[config.mk]
export PLATFORM = sky130hd
export DESIGN_NAME = relu_pool
export DESIGN_NICKNAME = d
export VERILOG_FILES = /design/src/rtl/relu_pool.sv
export SDC_FILE = /design/constraint.sdc
export NUM_CORES = 1
export LEC_CHECK = 0
export CORE_AREA = 2 2 158 160
export CTS_BUF_LIST = sky130_fd_sc_hd__clkbuf_4 sky130_fd_sc_hd__clkbuf_8 sky130_fd_sc_hd__clkbuf_16
export DETAILED_ROUTE_END_ITERATION = 10
export DIE_AREA = 0 0 160 162
export PLACE_DENSITY = 0.76
export SYNTH_ARGS = -nofsm -noshare
export SYNTH_HDL_FRONTEND = slang
export SYNTH_SLANG_ARGS = --single-unit
[constraint.sdc]
create_clock -name clk -period 2.8 [get_ports clk]
set_input_delay 0.7 -clock clk [delete_from_list [all_inputs] [get_ports clk]]
set_output_delay 0.7 -clock clk [all_outputs]
set_load 0.02 [all_outputs]
[src/rtl/relu_pool.sv]
// relu_pool: reads pairs of 64-bit words from a source BRAM, takes the
// lane-wise signed maximum of each pair, clamps negatives to zero (ReLU)
// and writes one result word per pair to a destination BRAM.
// Four cycles per pair: RDA, RDB, WAIT, WR.
module relu_pool #(
  parameter int ADDR_W = 12,
  parameter int LANES  = 8
) (
  input  logic                 clk,
  input  logic                 rst,
  input  logic                 start,
  input  logic [ADDR_W-1:0]    src_base,
  input  logic [ADDR_W-1:0]    dst_base,
  input  logic [10:0]          pair_cnt,
  output logic                 rd_en,
  output logic [ADDR_W-1:0]    rd_addr,
  input  logic [8*LANES-1:0]   rd_dout,
  output logic                 wr_en,
  output logic [ADDR_W-1:0]    wr_addr,
  output logic [8*LANES-1:0]   wr_din,
  output logic                 busy,
  output logic                 done
);

  localparam int DATA_W = 8;
  localparam int WORD_W = DATA_W * LANES;

  typedef enum logic [2:0] {
    IDLE = 3'd0,
    RDA  = 3'd1,
    RDB  = 3'd2,
    WAIT = 3'd3,
    WR   = 3'd4,
    DONE = 3'd5
  } state_t;

  state_t              state;
  logic [ADDR_W-1:0]   src_q;
  logic [ADDR_W-1:0]   dst_q;
  logic [10:0]         cnt_q;
  logic [10:0]         j;
  logic [10:0]         j_inc;
  logic [WORD_W-1:0]   word_a;

  // Clamp a signed lane value at zero.
  function automatic logic [DATA_W-1:0] relu(input logic signed [DATA_W-1:0] x);
    if (x < 0) begin
      return '0;
    end
    return x;
  endfunction

  // Lane-wise signed max of two words followed by ReLU.
  function automatic logic [WORD_W-1:0] pool_word(input logic [WORD_W-1:0] a,
                                                  input logic [WORD_W-1:0] b);
    logic signed [DATA_W-1:0] la;
    logic signed [DATA_W-1:0] lb;
    logic signed [DATA_W-1:0] m;
    logic [WORD_W-1:0]        r;
    r = '0;
    for (int i = 0; i < LANES; i++) begin
      la = a[i*DATA_W +: DATA_W];
      lb = b[i*DATA_W +: DATA_W];
      m  = (la > lb) ? la : lb;
      r[i*DATA_W +: DATA_W] = relu(m);
    end
    return r;
  endfunction

  assign j_inc = j + 11'd1;

  // Sequencer: all outputs are registered and take the value belonging to
  // the state being entered, so each state drives its own outputs.
  always_ff @(posedge clk or negedge rst) begin
    if (!rst) begin
      state   <= IDLE;
      src_q   <= '0;
      dst_q   <= '0;
      cnt_q   <= '0;
      j       <= '0;
      word_a  <= '0;
      rd_en   <= 1'b0;
      rd_addr <= '0;
      wr_en   <= 1'b0;
      wr_addr <= '0;
      wr_din  <= '0;
      busy    <= 1'b0;
      done    <= 1'b0;
    end else begin
      rd_en <= 1'b0;
      wr_en <= 1'b0;
      done  <= 1'b0;
      case (state)
        IDLE: begin
          if (start) begin
            src_q <= src_base;
            dst_q <= dst_base;
            cnt_q <= pair_cnt;
            j     <= '0;
            busy  <= 1'b1;
            if (pair_cnt == 11'd0) begin
              state <= DONE;
              done  <= 1'b1;
            end else begin
              state   <= RDA;
              rd_en   <= 1'b1;
              rd_addr <= src_base;
            end
          end
        end
        // ---- stage: second read of the pair (src + 2j + 1)
        RDA: begin
          state   <= RDB;
          rd_en   <= 1'b1;
          rd_addr <= src_q + ADDR_W'({j, 1'b1});
        end
        // ---- stage: word A arrives from the first read
        RDB: begin
          word_a <= rd_dout;
          state  <= WAIT;
        end
        // ---- stage: word B arrives and feeds the pooling function directly
        WAIT: begin
          state   <= WR;
          wr_en   <= 1'b1;
          wr_addr <= dst_q + ADDR_W'(j);
          wr_din  <= pool_word(word_a, rd_dout);
        end
        // ---- stage: write cycle; either finish or start the next pair
        WR: begin
          if (j_inc == cnt_q) begin
            state <= DONE;
            done  <= 1'b1;
          end else begin
            j       <= j_inc;
            state   <= RDA;
            rd_en   <= 1'b1;
            rd_addr <= src_q + ADDR_W'({j_inc, 1'b0});
          end
        end
        DONE: begin
          state <= IDLE;
          busy  <= 1'b0;
        end
        default: begin
          state <= IDLE;
          busy  <= 1'b0;
        end
      endcase
    end
  end

endmodule

## Yosys cells after proc, flatten, opt, wreduce, memory -nomap -nowiden

Cells that the tools add are included.

- Add/subtract/negate cells: 4
- Order comparisons: 16
- Eq/ne operators: 8
- Multiplexer cells: 62
- Bitwise logic cells: 1
- Reduce and logical (&&, ||, !) cells: 9

Operators with widths:

| cell | count |
|---|---|
| 8-bit 2-to-1 mux | 24 |
| 8-bit greater-than comparator | 8 |
| 8-bit by 1-bit less-than comparator with 1-bit output, second input constant | 8 |
| 12-bit 2-to-1 mux | 3 |
| 12-bit one-hot mux with 3 select lines | 1 |
| 12-bit adder | 2 |
| 1-bit 2-to-1 mux | 24 |
| 11-bit 2-to-1 mux | 2 |
| 11-bit one-hot mux with 2 select lines | 1 |
| 3-bit one-hot mux with 5 select lines | 1 |
| 12-bit by 11-bit adder with 12-bit output | 1 |
| 11-bit by 1-bit adder with 11-bit output, second input constant | 1 |
| 11-bit equality test | 1 |
| 11-bit logical NOT | 1 |
| 3-bit 2-to-1 mux | 3 |
| 3-bit by 2-bit equality test with 1-bit output, second input constant | 2 |
| 2-bit != test, second input constant | 3 |
| 1-bit one-hot mux with 2 select lines | 2 |
| 2-bit AND reduction | 2 |
| 4-bit AND reduction | 1 |
| 4-bit OR reduction | 1 |
| 3-bit by 1-bit equality test with 1-bit output, second input constant | 1 |
| 3-bit equality test, second input constant | 1 |
| 3-bit logical NOT | 1 |
| 5 further kinds | 5 |

- Flip-flop bits (word level): 205
- Input bits: 102
- Output and inout port bits: 92

## Depth between registers and ports, before layout

Gate-level depths: netlist (run 1).

- Word-level depth: 6
- Gate-level depth with buffers: 13
- Depth with buffers taken out: 13

## Worst setup path before layout (run 1)

Ideal clock, no wire load.

- Path type: register -> register
- Start: register j[0]
- End: register rd_addr[10]
- Setup time: 0.125 ns
- Data arrival time: 2.717 ns
- Setup slack: -0.042 ns
- Stages on the path, launching flop included: 14
- Path buffers: 0
- Clock period less this slack: 2.842 ns
- Path through: dfrtp_1 > ha_1 > nand3_1 > xor2_2 > inv_1 > ha_1 > nand3_1 > o2111ai_1 > o211ai_1 > o21ai_0 > xor2_1 > a22oi_1 > o21ai_0 > mux2_4

- Word-level cells in the longest chain between the ends: 4

Ends and longest elaborated chain:

| what | RTL line | text |
|---|---|---|
| start: declaration | 41 | `logic [10:0] j;` |
| start signal: assignment | 135 | `j <= j_inc;` |
| 11-bit by 1-bit adder with 11-bit output | 70 | `assign j_inc = j + 11'd1;` |
| 12-bit adder / 11-bit equality test (equally long branches) | 138, 131 |  |
| 12-bit 2-to-1 mux / 2-bit != test (equally long branches) | -- |  |
| 12-bit one-hot mux with 3 select lines / 4-bit AND reduction (equally long branches) | -- |  |
| end signal: assignment | 107 | `rd_addr <= src_base;` |
| end signal: assignment | 115 | `rd_addr <= src_q + ADDR_W'({j, 1'b1});` |
| end signal: assignment | 138 | `rd_addr <= src_q + ADDR_W'({j_inc, 1'b0});` |
| end: declaration | 16 | `output logic [ADDR_W-1:0] rd_addr,` |

Several ways; a longest one is shown, not always the timed one. The select of a mux whose other input is x is not followed.
A chain may end at the register's enable or synchronous reset.

## Worst setup path after layout (run 1)

- Start: register j[1]
- End: register rd_addr[10]

The elaborated chain is that of the path after synthesis.

==> results of run 1 <==
==> where the power goes <==
part | switching [mW] | total, mW | internal [mW]
Sequential | 0.981 | 5.16 | 4.18
Combinational | 4.51 | 8.89 | 4.38
Clock | 1.31 | 2.54 | 1.23
Total | 6.80 | 16.6 | 9.80
==> sequential cells by signal (all words and copies together), names as in the netlist <==
register,count
wr_en,1
state,3
j,11
wr_din,56
done,1
cnt_q,11
word_a,64
dst_q,12
busy,1
rd_en,1
wr_addr,12
rd_addr,12
src_q,12
==> cells by family after synthesis <==
group                      Yosys count
DFF                                197
and+or+nand+nor                    301
buffers and inverters              173
other                                1
xor gates and xnor gates            42
AOI/OAI and AO/OA                  285
muxes                               75
adders and majority gates          102
==> cell usage in the layout (no fill, tap or decap), types with 15 or more instances in the layout <==
cell type | netlist | final
sky130_fd_sc_hd__a22oi_1 | 17 | 17
sky130_fd_sc_hd__clkbuf_16 | 0 | 17
sky130_fd_sc_hd__mux2_2 | 63 | 63
sky130_fd_sc_hd__o211ai_1 | 27 | 27
sky130_fd_sc_hd__buf_4 | 10 | 108
sky130_fd_sc_hd__o21a_1 | 24 | 24
sky130_fd_sc_hd__nor4_1 | 15 | 15
sky130_fd_sc_hd__dfrtp_1 | 197 | 195
sky130_fd_sc_hd__nor3_1 | 19 | 17
sky130_fd_sc_hd__ha_1 | 99 | 91
sky130_fd_sc_hd__nand2_1 | 117 | 115
sky130_fd_sc_hd__a21oi_1 | 34 | 32
sky130_fd_sc_hd__inv_1 | 123 | 121
sky130_fd_sc_hd__nor2_1 | 38 | 36
sky130_fd_sc_hd__a221o_1 | 29 | 29
sky130_fd_sc_hd__xor2_1 | 17 | 16
sky130_fd_sc_hd__o21ai_0 | 94 | 90
sky130_fd_sc_hd__xnor2_1 | 23 | 22
sky130_fd_sc_hd__clkdlybuf4s50_1 | 0 | 180
sky130_fd_sc_hd__nand3_1 | 32 | 31
==> how the worst max path moves through the flow <==
| stage | endpoint | slack (ns) | cells after the start |
|---|---|---|---|
| floorplan | rd_addr[10] | 0.04 | 13 |
| global placement | wr_din[45] | -0.55 | 11 |
| detailed placement | wr_din[45] | -0.63 | 11 |
| CTS | rd_addr[11] | 0.01 | 13 |
| global route | rd_addr[10] | -0.19 | 13 |
| finish | rd_addr[10] | -0.05 | 11 |
==> layout make-up <==
| class | count | area, um2 | share of cell area |
|---|---|---|---|
| multi-input combinational | 813 | 6252 | 0.4044 |
| clock inverter | 15 | 196.4 | 0.01271 |
| antenna | 1 | 2.502 | 0.0001619 |
| clock buffer | 17 | 425.4 | 0.02752 |
| timing repair buffer | 299 | 2784 | 0.1801 |
| inverter | 123 | 461.7 | 0.02986 |
| tap | 324 | 405.4 | 0.02622 |
| sequential | 197 | 4932 | 0.3190 |
==> what timing repair did <==
action	4_1_cts	5_1_grt
buffers inserted	0	5
endpoints found under the hold margin	0	0
pin swaps	7	19
endpoints found under the setup margin	15	36
resized for setup	7	35
hold buffers	0	0
==> metrics by stage <==
stage / setup TNS (ns) / area, um2 / power (mW) / cells
4_1_cts: 0 / 15230 / 16.49 / 1783
3_5_place_dp: -17.95 / 14590 / 13.83 / 1751
2_1_floorplan: 0 / 11690 / 10.53 / 1183
6_report: -0.05120 / 15460 / 16.60 / 1789
5_1_grt: -0.2610 / 15460 / 17.83 / 1789
3_3_place_gp: -14.87 / 14590 / 13.54 / 1751
==> critical path, delay by kind of cell, from the launching register on <==
kind,cells,cell delay [ns]
flip-flops,1,0.42
AO/OA/AOI/OAI,4,0.61
multiplexers,1,0.28
adder cells (fa/ha/maj),1,0.30
AND/OR/NAND/NOR,3,0.77
XOR/XNOR,2,0.36
==> per-layer routing <==
| layer | wire (um) | up-vias | share of wire |
|---|---|---|---|
| met3 | 2135 | 53 | 0.069 |
| met1 | 13170 | 4803 | 0.43 |
| met4 | 808 | 0 | 0.026 |
| met5 | 0 | - | 0 |
| met2 | 14720 | 301 | 0.48 |
| li1 | - | 4764 | - |
==> flow_results.xml, run 1 <==
<?xml version="1.0" encoding="UTF-8"?>
<metrics>
  <group name="status">
    <metric name="run_status" unit="">complete, but fails checks</metric>
    <metric name="violations" unit="">negative setup slack</metric>
  </group>
  <group name="power">
    <metric name="pwr_density_cell" unit="nW/um2">1074</metric>
    <metric name="vdd_ir_drop_max" unit="uV">674.8</metric>
    <metric name="power.static_leakage" unit="nW">7.114</metric>
  </group>
  <group name="cts">
    <metric name="path_clk_slew" unit="ns">0.08</metric>
    <metric name="cts-buffers-inserted" unit="">17</metric>
    <metric name="ctsHtreeMaxLevel" unit="">4</metric>
    <metric name="clockBufferDepth" unit="">2</metric>
    <metric name="cts.sink_count" unit="">197</metric>
    <metric name="cts_tree" unit="">built</metric>
    <metric name="ctsRootBufferMaster" unit="">sky130_fd_sc_hd__clkbuf_16</metric>
    <metric name="worstSkewPairLatency" unit="ns">0.45</metric>
  </group>
  <group name="detailed_routing">
    <metric name="detail_route.drc_violations" unit="">0</metric>
    <metric name="postRouteWirelength" unit="um">30840</metric>
    <metric name="initialDrtViolationCount" unit="">538</metric>
    <metric name="drt-vias-per-instance" unit="">5.546</metric>
    <metric name="drt_pass1_iterations" unit="">7</metric>
    <metric name="ant_nets" unit="">0</metric>
    <metric name="wl_per_cell" unit="um">17.24</metric>
    <metric name="routed_via_count" unit="">9921</metric>
  </group>
  <group name="placed_design">
    <metric name="port_buffers" unit="">185</metric>
    <metric name="dp_worst_setup_slack" unit="ns">-0.6272</metric>
    <metric name="gp_congestion" unit="">0.9112</metric>
    <metric name="place_hpwl" unit="um">22830</metric>
  </group>
  <group name="floorplanning">
    <metric name="floorplan.rows" unit="">57</metric>
    <metric name="die_w" unit="um">160</metric>
    <metric name="io-pin-count" unit="">194</metric>
    <metric name="dieHeight" unit="um">162</metric>
    <metric name="core_area" unit="um2">24110</metric>
    <metric name="die-area" unit="um2">25920</metric>
    <metric name="initial_core_util" unit="">0.4840</metric>
  </group>
  <group name="worst_setup_path">
    <metric name="timing.critical_path.slowest_stage_cell" unit="">sky130_fd_sc_hd__dfrtp_1</metric>
    <metric name="cp.required" unit="ns">3.13</metric>
    <metric name="r2r_setup_slack" unit="ns">-0.05</metric>
    <metric name="critical_path_class" unit="">register to register</metric>
    <metric name="worst-path-max-fanout" unit="">3</metric>
    <metric name="cp_data_arrival_time" unit="ns">3.18</metric>
    <metric name="startpoint_type" unit="">register</metric>
    <metric name="timing.rr.end" unit="">rd_addr[10]</metric>
    <metric name="regToRegStartpoint" unit="">j[1]</metric>
    <metric name="worstSetupEndpointType" unit="">register</metric>
    <metric name="crit_path_cell_trace" unit="">and4_4, nand2_1, xnor2_1, ha_1, or3_1, o211ai_1, o21ai_1, xor2_1, a22oi_1, o21ai_0, mux2_4</metric>
    <metric name="r2r.worst_path.cells" unit="">11</metric>
    <metric name="startpoint" unit="">j[1]</metric>
    <metric name="crit_path_max_incr_delay" unit="ns">0.42</metric>
  </group>
  <group name="yosys">
    <metric name="synth_area_per_cell" unit="um2">9.920</metric>
    <metric name="synth_enable_flop_cells" unit="">0</metric>
    <metric name="ys_dominant_reg_cell" unit="">sky130_fd_sc_hd__dfrtp_1</metric>
    <metric name="post_synth_fa_ha_maj_area_fraction" unit="">0.1113</metric>
    <metric name="yosys.area_share.xor_xnor" unit="">0.03282</metric>
    <metric name="post-synth-top-count-cell" unit="">sky130_fd_sc_hd__dfrtp_1</metric>
    <metric name="synthesis.instances" unit="">1176</metric>
    <metric name="yosysSeqAreaShare" unit="">0.4226</metric>
    <metric name="synth_area_leaders" unit="">sky130_fd_sc_hd__dfrtp_1 42%, sky130_fd_sc_hd__ha_1 11%, sky130_fd_sc_hd__mux2_2 6.1%</metric>
    <metric name="synth_area" unit="um2">11670</metric>
    <metric name="synth-seq-cells" unit="">197</metric>
    <metric name="synth_async_sr_flop_share" unit="">1.000</metric>
    <metric name="post_synth_mux_area_share" unit="">0.07325</metric>
    <metric name="synth-compound-area-share" unit="">0.1662</metric>
    <metric name="simple_gate_fraction_of_synth_area" unit="">0.1316</metric>
    <metric name="synth_cell_type_count" unit="">70</metric>
    <metric name="largest_family_of_logic_cells_by_synthesized_area" unit="">compound AO/OA/AOI/OAI gates</metric>
    <metric name="synth_largest_type_area_fraction" unit="">0.4226</metric>
    <metric name="netlist_top_cells_count" unit="">197 x sky130_fd_sc_hd__dfrtp_1, 123 x sky130_fd_sc_hd__inv_1, 117 x sky130_fd_sc_hd__nand2_1, 99 x sky130_fd_sc_hd__ha_1, 94 x sky130_fd_sc_hd__o21ai_0</metric>
    <metric name="synth_warnings" unit="">0</metric>
    <metric name="most_area_hungry_cell_type_in_the_yosys_netlist" unit="">sky130_fd_sc_hd__dfrtp_1</metric>
  </group>
  <group name="sta">
    <metric name="finalClockSkew" unit="ns">0.01787</metric>
    <metric name="crit_path_setup_slack_layout" unit="ns">-0.05120</metric>
    <metric name="maxSlewHeadroom" unit="">0.6207</metric>
    <metric name="timing_worst_slew_pin_value" unit="ns">0.5679</metric>
    <metric name="rsz0062_at_grt" unit="">yes</metric>
    <metric name="post-route-period-util" unit="">1.018</metric>
    <metric name="finalSetupViolations" unit="">1</metric>
    <metric name="fmax" unit="MHz">350.7</metric>
    <metric name="timing.final.crit_period" unit="ns">2.851</metric>
    <metric name="worst_hold_margin" unit="ns">0.2029</metric>
    <metric name="drv_slew" unit="">0</metric>
    <metric name="hold_viol" unit="">0</metric>
  </group>
  <group name="grt">
    <metric name="grt_max_degree" unit="">103</metric>
    <metric name="grt_util_met3" unit="">0.05746</metric>
    <metric name="first_global_vias" unit="">10087</metric>
    <metric name="grt_antenna_before_repair" unit="">1</metric>
    <metric name="grt_pass1_wl" unit="um">50680</metric>
    <metric name="grt_remaining_overflow" unit="">0</metric>
    <metric name="gr-usage-met1" unit="">0.3135</metric>
    <metric name="grt.met2_usage" unit="">0.4024</metric>
    <metric name="track_usage" unit="">0.2425</metric>
    <metric name="top_usage_layer" unit="">met2</metric>
  </group>
  <group name="final_layout">
    <metric name="layout-drive-gt1-share" unit="">0.1810</metric>
    <metric name="areaGrowthSynthToFinish" unit="%">32.52</metric>
    <metric name="layout.core_utilization" unit="">0.6413</metric>
    <metric name="nNetsFinal" unit="">1655</metric>
    <metric name="n_fill_cell" unit="">1970</metric>
  </group>
  <group name="flow_run">
    <metric name="cap_viol_max_count" unit="">0</metric>
  </group>
  <group name="worst_hold_path">
    <metric name="worst_min_path_class" unit="">primary input to asynchronous set/reset pin</metric>
  </group>
</metrics>
Note: power is estimated with default switching activity, not from simulation.
==> run 2: changes to the inputs <==
GPL_TIMING_DRIVEN = 0   (was default)
==> flow_results.xml, run 2 (synthesis results as in run 1) <==
<?xml version="1.0" encoding="UTF-8"?>
<metrics>
  <group name="detailed_routing">
    <metric name="ant_nets" unit="">0</metric>
    <metric name="detail_route.drc_violations" unit="">0</metric>
    <metric name="drt-vias-per-instance" unit="">5.698</metric>
    <metric name="drt_pass1_iterations" unit="">6</metric>
    <metric name="initialDrtViolationCount" unit="">704</metric>
    <metric name="wl_per_cell" unit="um">18.91</metric>
    <metric name="postRouteWirelength" unit="um">33270</metric>
    <metric name="routed_via_count" unit="">10023</metric>
  </group>
  <group name="power">
    <metric name="pwr_density_cell" unit="nW/um2">1084</metric>
    <metric name="vdd_ir_drop_max" unit="uV">551.1</metric>
    <metric name="finalPower" unit="mW">16.67</metric>
    <metric name="power.static_leakage" unit="nW">6.919</metric>
  </group>
  <group name="sta">
    <metric name="worst_hold_margin" unit="ns">0.1812</metric>
    <metric name="rsz0062_at_grt" unit="">yes</metric>
    <metric name="maxSlewHeadroom" unit="">0.2871</metric>
    <metric name="finalClockSkew" unit="ns">0.01996</metric>
    <metric name="finalSetupViolations" unit="">1</metric>
    <metric name="drv_slew" unit="">0</metric>
    <metric name="timing_worst_slew_pin_value" unit="ns">1.064</metric>
    <metric name="post-route-period-util" unit="">1.059</metric>
    <metric name="hold_viol" unit="">0</metric>
    <metric name="fmax" unit="MHz">337.2</metric>
    <metric name="timing.final.crit_period" unit="ns">2.965</metric>
    <metric name="crit_path_setup_slack_layout" unit="ns">-0.1652</metric>
  </group>
  <group name="final_layout">
    <metric name="layout-drive-gt1-share" unit="">0.1771</metric>
    <metric name="multiInputGateArea" unit="um2">6513</metric>
    <metric name="most_common_library_cell_in_the_layout_ignoring_fill_and_taps" unit="">sky130_fd_sc_hd__dfrtp_1</metric>
    <metric name="n_fill_cell" unit="">1946</metric>
    <metric name="layout.core_utilization" unit="">0.6383</metric>
    <metric name="top_register" unit="">word_a</metric>
    <metric name="areaGrowthSynthToFinish" unit="%">31.89</metric>
    <metric name="layout.cells.most_common_list" unit="">191 x sky130_fd_sc_hd__dfrtp_1, 181 x sky130_fd_sc_hd__clkdlybuf4s50_1, 120 x sky130_fd_sc_hd__inv_1</metric>
    <metric name="layout.cell_area.non_filler" unit="um2">15390</metric>
    <metric name="non_filler_cells_in_the_finished_layout" unit="">1759</metric>
    <metric name="sequential_cell_area" unit="um2">4937</metric>
    <metric name="top_regs" unit="">word_a x64, wr_din x56</metric>
    <metric name="largest_register_ff_count" unit="">64</metric>
    <metric name="nNetsFinal" unit="">1625</metric>
  </group>
  <group name="flow_run">
    <metric name="cap_viol_max_count" unit="">0</metric>
  </group>
  <group name="grt">
    <metric name="first_global_vias" unit="">10183</metric>
    <metric name="top_usage_layer" unit="">met2</metric>
    <metric name="track_usage" unit="">0.2523</metric>
    <metric name="gr-usage-met1" unit="">0.3250</metric>
    <metric name="grt_max_degree" unit="">74</metric>
    <metric name="grt_remaining_overflow" unit="">0</metric>
    <metric name="grt_pass1_wl" unit="um">52410</metric>
    <metric name="grt.met2_usage" unit="">0.4183</metric>
    <metric name="grt_util_met3" unit="">0.06256</metric>
    <metric name="grt_antenna_before_repair" unit="">2</metric>
  </group>
  <group name="cts">
    <metric name="postCtsHoldBufs" unit="">0</metric>
    <metric name="cts_tree" unit="">built</metric>
    <metric name="path_clk_slew" unit="ns">0.08</metric>
    <metric name="cts-buffers-inserted" unit="">17</metric>
    <metric name="clockBufferDepth" unit="">2</metric>
    <metric name="ctsRootBufferMaster" unit="">sky130_fd_sc_hd__clkbuf_16</metric>
    <metric name="ctsHtreeMaxLevel" unit="">4</metric>
    <metric name="worstSkewPairLatency" unit="ns">0.45</metric>
    <metric name="cts.sink_count" unit="">197</metric>
  </group>
  <group name="floorplanning">
    <metric name="dieHeight" unit="um">162</metric>
    <metric name="io-pin-count" unit="">194</metric>
    <metric name="floorplan.rows" unit="">57</metric>
    <metric name="initial_core_util" unit="">0.4840</metric>
    <metric name="die-area" unit="um2">25920</metric>
    <metric name="core_area" unit="um2">24110</metric>
    <metric name="die_w" unit="um">160</metric>
  </group>
  <group name="placed_design">
    <metric name="place_hpwl" unit="um">23710</metric>
    <metric name="gp_congestion" unit="">0.9114</metric>
    <metric name="placed_cell_area" unit="um2">14020</metric>
    <metric name="port_buffers" unit="">185</metric>
    <metric name="placed_cells_incl_taps" unit="">1694</metric>
  </group>
  <group name="worst_setup_path">
    <metric name="cp_data_arrival_time" unit="ns">3.30</metric>
    <metric name="startpoint_type" unit="">register</metric>
    <metric name="critical_path_class" unit="">register to register</metric>
    <metric name="worstSetupEndpointType" unit="">register</metric>
    <metric name="cp.required" unit="ns">3.13</metric>
    <metric name="worst-path-max-fanout" unit="">10</metric>
  </group>
  <group name="status">
    <metric name="violations" unit="">negative setup slack</metric>
    <metric name="run_status" unit="">complete, but fails checks</metric>
  </group>
  <group name="worst_hold_path">
    <metric name="worst_min_path_class" unit="">primary input to asynchronous set/reset pin</metric>
  </group>
</metrics>
[run 2: final timing paths]
kind,to,cells after the start,from,slack [ns]
worst max-delay path,rd_addr[10],11,j[6],-0.17
min in group clk,wr_din[8],2,wr_din[8],0.49
max in group asynchronous,cnt_q[3],2,rst,1.87
worst min register to register,wr_din[8],2,wr_din[8],0.49
worst max register to register,rd_addr[10],11,j[6],-0.17
worst min-delay path,wr_din[42],1,rst,0.18
[run 2: power by group]
part / switching, mW / internal [mW] / total, mW
combinational: 4.78 / 4.19 / 8.97
sequential: 1.01 / 4.18 / 5.19
clock: 1.30 / 1.21 / 2.51
[run 2: critical path, stage by stage, from the launching register on]
cell and delay [ns]:
sky130_fd_sc_hd__dfrtp_2 0.47, sky130_fd_sc_hd__buf_2 0.26, sky130_fd_sc_hd__nand3_1 0.20, sky130_fd_sc_hd__nor2_1 0.25, sky130_fd_sc_hd__xor2_1 0.23, sky130_fd_sc_hd__ha_1 0.32, sky130_fd_sc_hd__a21oi_1 0.23, sky130_fd_sc_hd__o21ai_1 0.14
sky130_fd_sc_hd__xor2_1 0.18, sky130_fd_sc_hd__a22oi_1 0.20, sky130_fd_sc_hd__o21ai_1 0.11, sky130_fd_sc_hd__mux2_4 0.28
[run 2: through the flow]
step	setup WS (ns)	setup TNS [ns]
after CTS	-0.1327	-0.7047
after global routing	-0.2384	-0.6844
after global placement	-8.104	-1493.95
after floorplan	0.04440	0
after detailed placement	-0.9970	-51.15
final	-0.1652	-0.1652
[run 2: layout make-up]
| cell class | instances | share of cell area |
|---|---|---|
| Sequential cell | 197 | 0.3209 |
| Clock buffer | 17 | 0.02765 |
| Clock inverter | 15 | 0.01179 |
| Timing Repair Buffer | 220 | 0.1419 |
| Antenna cell | 1 | 0.0001626 |
| Multi-Input combinational cell | 813 | 0.4233 |
| Buffer | 49 | 0.01797 |
| Tap cell | 324 | 0.02635 |
| Inverter | 123 | 0.03001 |
[run 2: repair_timing]
item | in CTS | in global routing
endpoints found under the setup margin | 91 | 103
setup buffers | 10 | 23
gates resized for setup | 37 | 85
pin swaps | 10 | 28
[run 2: routing by layer]
metal  up-vias  routed length, um
met3        65               2232
li1       4700                  -
met5         -                 10
met4         2                924
met1      4931              14150
met2       325              15950
